File: src/rtl/miner_core_sha_engine.sv
// Iterative SHA-256 compression engine: RPC rounds per clock, 16-word rolling
// schedule window, optional second pass over the digest (SHA256d).
module miner_core_sha_engine #(
    parameter int RPC       = 1,
    parameter int DOUBLE_EN = 1
) (
    input  logic             clk,
    input  logic             n_rst,
    input  logic             start,
    input  logic             abort,
    input  logic             dbl,
    input  logic [0:511]     chunk,
    input  logic [0:7][0:31] fh,
    output logic             busy,
    output logic             done,
    output logic [0:255]     h
);

    localparam logic [1:0] S_IDLE  = 2'd0;
    localparam logic [1:0] S_ROUND = 2'd1;
    localparam logic [1:0] S_ADD   = 2'd2;

    localparam logic [6:0] LAST_RCNT = 7'(64 - RPC);
    localparam logic [6:0] RPC_STEP  = 7'(RPC);

    localparam logic [31:0] K_TAB [0:63] = '{
        32'h428a2f98, 32'h71374491, 32'hb5c0fbcf, 32'he9b5dba5, 32'h3956c25b, 32'h59f111f1, 32'h923f82a4, 32'hab1c5ed5,
        32'hd807aa98, 32'h12835b01, 32'h243185be, 32'h550c7dc3, 32'h72be5d74, 32'h80deb1fe, 32'h9bdc06a7, 32'hc19bf174,
        32'he49b69c1, 32'hefbe4786, 32'h0fc19dc6, 32'h240ca1cc, 32'h2de92c6f, 32'h4a7484aa, 32'h5cb0a9dc, 32'h76f988da,
        32'h983e5152, 32'ha831c66d, 32'hb00327c8, 32'hbf597fc7, 32'hc6e00bf3, 32'hd5a79147, 32'h06ca6351, 32'h14292967,
        32'h27b70a85, 32'h2e1b2138, 32'h4d2c6dfc, 32'h53380d13, 32'h650a7354, 32'h766a0abb, 32'h81c2c92e, 32'h92722c85,
        32'ha2bfe8a1, 32'ha81a664b, 32'hc24b8b70, 32'hc76c51a3, 32'hd192e819, 32'hd6990624, 32'hf40e3585, 32'h106aa070,
        32'h19a4c116, 32'h1e376c08, 32'h2748774c, 32'h34b0bcb5, 32'h391c0cb3, 32'h4ed8aa4a, 32'h5b9cca4f, 32'h682e6ff3,
        32'h748f82ee, 32'h78a5636f, 32'h84c87814, 32'h8cc70208, 32'h90befffa, 32'ha4506ceb, 32'hbef9a3f7, 32'hc67178f2
    };

    localparam logic [31:0] IV [0:7] = '{
        32'h6a09e667, 32'hbb67ae85, 32'h3c6ef372, 32'ha54ff53a,
        32'h510e527f, 32'h9b05688c, 32'h1f83d9ab, 32'h5be0cd19
    };

    function automatic logic [31:0] rotr(input logic [31:0] x, input int n);
        return (x >> n) | (x << (32 - n));
    endfunction

    function automatic logic [31:0] bsig0(input logic [31:0] x);
        return rotr(x, 2) ^ rotr(x, 13) ^ rotr(x, 22);
    endfunction

    function automatic logic [31:0] bsig1(input logic [31:0] x);
        return rotr(x, 6) ^ rotr(x, 11) ^ rotr(x, 25);
    endfunction

    function automatic logic [31:0] ssig0(input logic [31:0] x);
        return rotr(x, 7) ^ rotr(x, 18) ^ (x >> 3);
    endfunction

    function automatic logic [31:0] ssig1(input logic [31:0] x);
        return rotr(x, 17) ^ rotr(x, 19) ^ (x >> 10);
    endfunction

    logic [1:0]  state_reg;
    logic [6:0]  rcnt_reg;
    logic        pass2_reg;
    logic        dbl_reg;
    logic        busy_reg;
    logic        done_reg;
    logic [255:0] h_reg;
    logic [31:0] w_reg     [0:15];
    logic [31:0] work_reg  [0:7];
    logic [31:0] hsave_reg [0:7];

    logic [31:0] ext  [0:15+RPC];
    logic [31:0] rnd  [0:7];
    logic [31:0] sum_w [0:7];

    // ext[0..15] is the current window W[rcnt..rcnt+15]; ext[16..] extends it
    // by RPC freshly scheduled words so the window can slide by RPC per edge.
    always_comb begin
        logic [31:0] t1;
        logic [31:0] t2;
        t1 = '0;
        t2 = '0;
        for (int i = 0; i < 16; i++) begin
            ext[i] = w_reg[i];
        end
        for (int j = 0; j < RPC; j++) begin
            ext[16+j] = ssig1(ext[14+j]) + ext[9+j] + ssig0(ext[1+j]) + ext[j];
        end
        for (int i = 0; i < 8; i++) begin
            rnd[i] = work_reg[i];
        end
        for (int j = 0; j < RPC; j++) begin
            t1 = rnd[7] + bsig1(rnd[4]) + ((rnd[4] & rnd[5]) ^ (~rnd[4] & rnd[6]))
                 + K_TAB[rcnt_reg[5:0] + 6'(j)] + ext[j];
            t2 = bsig0(rnd[0]) + ((rnd[0] & rnd[1]) ^ (rnd[0] & rnd[2]) ^ (rnd[1] & rnd[2]));
            rnd[7] = rnd[6];
            rnd[6] = rnd[5];
            rnd[5] = rnd[4];
            rnd[4] = rnd[3] + t1;
            rnd[3] = rnd[2];
            rnd[2] = rnd[1];
            rnd[1] = rnd[0];
            rnd[0] = t1 + t2;
        end
    end

    generate
        for (genvar gi = 0; gi < 8; gi++) begin : g_sum
            assign sum_w[gi] = hsave_reg[gi] + work_reg[gi];
        end
    endgenerate

    always_ff @(posedge clk or negedge n_rst) begin
        if (!n_rst) begin
            state_reg <= S_IDLE;
            rcnt_reg  <= '0;
            pass2_reg <= 1'b0;
            dbl_reg   <= 1'b0;
            busy_reg  <= 1'b0;
            done_reg  <= 1'b0;
            h_reg     <= '0;
            for (int i = 0; i < 16; i++) w_reg[i] <= '0;
            for (int i = 0; i < 8; i++) begin
                work_reg[i]  <= '0;
                hsave_reg[i] <= '0;
            end
        end else begin
            done_reg <= 1'b0;
            if (abort) begin
                state_reg <= S_IDLE;
                busy_reg  <= 1'b0;
                pass2_reg <= 1'b0;
                rcnt_reg  <= '0;
            end else begin
                case (state_reg)
                    S_IDLE: begin
                        if (start) begin
                            for (int i = 0; i < 16; i++) w_reg[i] <= chunk[i*32 +: 32];
                            for (int i = 0; i < 8; i++) begin
                                work_reg[i]  <= fh[i];
                                hsave_reg[i] <= fh[i];
                            end
                            dbl_reg   <= (DOUBLE_EN != 0) && dbl;
                            pass2_reg <= 1'b0;
                            rcnt_reg  <= '0;
                            busy_reg  <= 1'b1;
                            state_reg <= S_ROUND;
                        end
                    end
                    S_ROUND: begin
                        for (int i = 0; i < 16; i++) w_reg[i] <= ext[i+RPC];
                        for (int i = 0; i < 8; i++) work_reg[i] <= rnd[i];
                        rcnt_reg <= rcnt_reg + RPC_STEP;
                        if (rcnt_reg == LAST_RCNT) state_reg <= S_ADD;
                    end
                    S_ADD: begin
                        if (!pass2_reg && dbl_reg) begin
                            // Second pass hashes the 256-bit digest as a padded one-block message.
                            for (int i = 0; i < 8; i++) begin
                                w_reg[i]     <= sum_w[i];
                                work_reg[i]  <= IV[i];
                                hsave_reg[i] <= IV[i];
                            end
                            w_reg[8] <= 32'h80000000;
                            for (int i = 9; i < 15; i++) w_reg[i] <= '0;
                            w_reg[15] <= 32'h00000100;
                            pass2_reg <= 1'b1;
                            rcnt_reg  <= '0;
                            state_reg <= S_ROUND;
                        end else begin
                            for (int i = 0; i < 8; i++) h_reg[255-32*i -: 32] <= sum_w[i];
                            done_reg  <= 1'b1;
                            busy_reg  <= 1'b0;
                            pass2_reg <= 1'b0;
                            rcnt_reg  <= '0;
                            state_reg <= S_IDLE;
                        end
                    end
                    default: state_reg <= S_IDLE;
                endcase
            end
        end
    end

    assign busy = busy_reg;
    assign done = done_reg;
    assign h    = h_reg;

endmodule
File: config.mk
export PLATFORM = sky130hd
export DESIGN_NAME = miner_core_sha_engine
export DESIGN_NICKNAME = d
export VERILOG_FILES = /design/src/rtl/miner_core_sha_engine.sv
export SDC_FILE = /design/constraint.sdc
export NUM_CORES = 2
export LEC_CHECK = 0
export CAP_MARGIN = 15
export CORE_MARGIN = 2
export CORE_UTILIZATION = 43
export DETAILED_ROUTE_END_ITERATION = 7
export GPL_ROUTABILITY_DRIVEN = 1
export PLACE_DENSITY = 0.69
export SLEW_MARGIN = 20
export SYNTH_ARGS = -nofsm -noshare
export SYNTH_HDL_FRONTEND = slang
export SYNTH_SLANG_ARGS = --single-unit
File: constraint.sdc
create_clock -name clk -period 11.4 [get_ports clk]
set_input_delay 3.42 -clock clk [delete_from_list [all_inputs] [get_ports clk]]
set_output_delay 3.42 -clock clk [all_outputs]
set_load 0.01 [all_outputs]
==> impl_summary.txt <==
----------------------------------------------------
[Status]
  Run status ... completed

[Clock network]
  Clk pin slew, worst setup/hold paths ... 0.07 ns
  Clock buffer count from CTS ... 154
  CTS sink cnt ... 1293
  Number of buffers inserted to repair setup after CTS ... 0
  Maximum clock insertion buffer count ... 3
  Source-to-sink clock delay at the later pin of the worst-skew pair ... 0.84 ns
  Master cell of the clock root buffer ... sky130_fd_sc_hd__clkbuf_16
  CTS HTree Levels ... 4
  Post-cts sizing count ... 0
  Count of hold-fix buffers inserted at cts ... 0
  CTS tree ... yes

[Setup path]
  Capture point of the worst reg-to-reg path ... rnd[222]$_DFFE_PN0P_
  FF-to-FF setup slack ... 2.02 ns
  Largest fanout of any net on the critical path ... 9
  Longest individual stage delay on the worst path ... 0.69 ns
  Data required time of the worst path ... 12.11 ns
  Launch instance of the worst register-to-register path ... rcnt_reg[0]$_DFFE_PN0P_
  Worst setup SP type ... register
  Depth of the worst register-to-register path ... 35
  Top cell by count, worst path ... sky130_fd_sc_hd__inv_1
  Nature of the critical path endpoint ... register
  WS Path Type ... register to register
  Critical-path top delay cell ... sky130_fd_sc_hd__o311ai_0
  Data arrival time of the critical path ... 10.09 ns

[Floorplanning]
  Area of the core ... 0.197 mm2
  Starting density of the core ... 0.432
  Vert. Die Dim ... 449 um
  Number of ports placed on the die boundary ... 1031
  Area of the die ... 0.201 mm2
  X dimension of the die ... 449 um
  Row count ... 163

[Global routing]
  Total track usage ... 0.436
  Via count of the first global-routing pass ... 79.6k
  Largest net degree at the start of global routing ... 239
  Wire length of the first global-routing pass ... 624000 um
  Overflow left after global routing ... 0
  Initial antenna violation count ... 108

[Synth]
  Gate Count Post-Synth ... 10.0k
  Number of distinct standard cells referenced by the synthesized netlist ... 85
  Post-Synthesis Net Count ... 11.4k
  Main area contributors after synthesis ... sky130_fd_sc_hd__dfrtp_1 (38%), sky130_fd_sc_hd__nand2_1 (6.8%), sky130_fd_sc_hd__ha_1 (6.0%), sky130_fd_sc_hd__a221oi_1 (5.6%), sky130_fd_sc_hd__nor2_1 (5.4%)
  Post-synth top flop ... sky130_fd_sc_hd__dfrtp_1
  EDFF count, synth ... 0
  Portion of the post-synthesis area used by sequential elements ... 0.381
  Post-synthesis cell type with the largest combined area ... sky130_fd_sc_hd__dfrtp_1
  Count of warnings emitted by yosys ... 0
  Post-Synthesis Cell Area ... 0.0850 mm2
  Post-synth top area share ... 0.381
  Most common cell in the netlist ... sky130_fd_sc_hd__nand2_1
  Flops & latches, synth ... 1293
  Average footprint of a synthesized cell ... 8.47 um2
  Async SR Flop Fraction ... 1.00
  Cell types with the highest counts after synthesis ... sky130_fd_sc_hd__nand2_1 (1529), sky130_fd_sc_hd__dfrtp_1 (1293), sky130_fd_sc_hd__nor2_1 (1220)

[Final layout]
  Post-layout nets ... 12.0k
  Post-synthesis to final-layout area growth ... 21.3%
  Footprint of the multi-input gates ... 0.0482 mm2
  Area used by sequential logic in the layout ... 0.0324 mm2
  Max FFs per register ... 512
  Share of cells above drive strength 1 ... 0.0512
  # fillers ... 18.4k

[Timing]
  Final setup fails ... 0
  Worst slew margin relative to its limit ... 0.112
  Final count of hold timing violations ... 0
  Final critical-path share of the clock period ... 0.823
  Tmin final ... 9.38 ns
  Final number of max-transition violations ... 0
  Upper clock frequency limit ... 107 MHz
  Measured slew at the worst slew-check pin ... 1.33 ns
  Accumulated negative setup slack ... 0 ns
  Setup repair after global routing missed its margin ... no
  Setup clock skew after layout ... 0.0461 ns

[Drt]
  Remaining number of nets flagged by the antenna check after routing ... 0
  Avg Vias per Cell ... 6.26
  Vias ... 84.5k
  Drt initial violations ... 11.5k
  Wire per inst ... 33.5 um
  1st-pass router iterations ... 6
  DRC violations left ... 0
  Total wirelength of the detailed-routed design ... 452000 um

[Placement]
  Half-perimeter wire length after detailed placement ... 354000 um
  I/O Buffers ... 1030
  Final weighted congestion in routability-driven placement ... 1.06

[Hold path]
  Destination of the worst hold path ... h[187]$_DFFE_PN0P_
  Depth of the worst hold-timing path ... 2
  HP Class ... register to register
  Hold wc startpoint ... h[187]$_DFFE_PN0P_

[Flow run]
  Count of max-cap constraint violations ... 0

----------------------------------------------------
how the worst max path moves through the flow:
stage,depth (start not counted),startpoint,endpoint,slack (ns)
detailed placement,35,rcnt_reg[0]$_DFFE_PN0P_,rnd[222]$_DFFE_PN0P_,2.19
global route,35,rcnt_reg[0]$_DFFE_PN0P_,rnd[222]$_DFFE_PN0P_,1.52
CTS,32,rcnt_reg[1]$_DFFE_PN0P_,rnd[222]$_DFFE_PN0P_,2.13
floorplan,37,rcnt_reg[2]$_DFFE_PN0P_,rnd[222]$_DFFE_PN0P_,3.39
finish,35,rcnt_reg[0]$_DFFE_PN0P_,rnd[222]$_DFFE_PN0P_,2.02
global placement,32,rcnt_reg[1]$_DFFE_PN0P_,rnd[222]$_DFFE_PN0P_,2.27
worst max-delay path, delay by kind of cell, from the launching register on:
kind	cells	cell delay (ns)
fa+ha+maj	6	2.53
buf+inv	6	0.93
compound gates	18	4.53
xor+xnor	2	0.44
simple gates	3	0.43
flops	1	0.38
metrics by stage:
step / cell area (um2) / hold slack [ns] / std cells / worst slack (ns) / utilization
after floorplan: 85000 / 0.446 / 10000 / 3.39 / -
after global placement: 97400 / 0.457 / 13100 / 2.27 / 0.495
after detailed placement: 97400 / 0.461 / 13100 / 2.19 / 0.495
after CTS: 103000 / 0.476 / 13400 / 2.13 / 0.523
after global routing: 103000 / 0.494 / 13500 / 1.52 / 0.524
final: 103000 / 0.471 / 13500 / 2.02 / 0.524
layout by cell type, fill, tap and decap left out, drive strengths merged, types with 195 or more instances in the layout:
cell / n
fa: 195
nor2: 1220
a21oi: 659
xor2: 233
clkdlybuf4s50: 1029
ha: 405
a221oi: 545
dfrtp: 1293
nand2: 1530
xnor2: 371
clkbuf: 217
inv: 467
a21o: 233
nor3: 200
o21ai: 856
cells by family after synthesis:
family,count (synthesis),synth area share
AOI/OAI and AO/OA,2902,0.223
muxes,89,0.0127
buffers and inverters,1214,0.0536
DFF,1293,0.381
xor gates and xnor gates,605,0.0625
adders and majority gates,603,0.106
and+or+nand+nor,3337,0.162
final cells by class:
type	instances	share of cell area
multi-input combinational	7536	0.468
sequential	1293	0.314
timing repair buffer	1199	0.115
clock buffer	216	0.0438
tap	2640	0.0320
inverter	464	0.0171
clock inverter	66	0.00934
antenna	76	0.00184
routing by layer:
layer	global-route usage	routed length, um
met5	0	254
met4	0.279	34100
met3	0.0994	45500
met2	0.635	193000
met1	0.582	179000
Power is left out: the tool's default activity adds up to more than one toggle a clock period on the data nets, which glitch-free logic cannot reach.
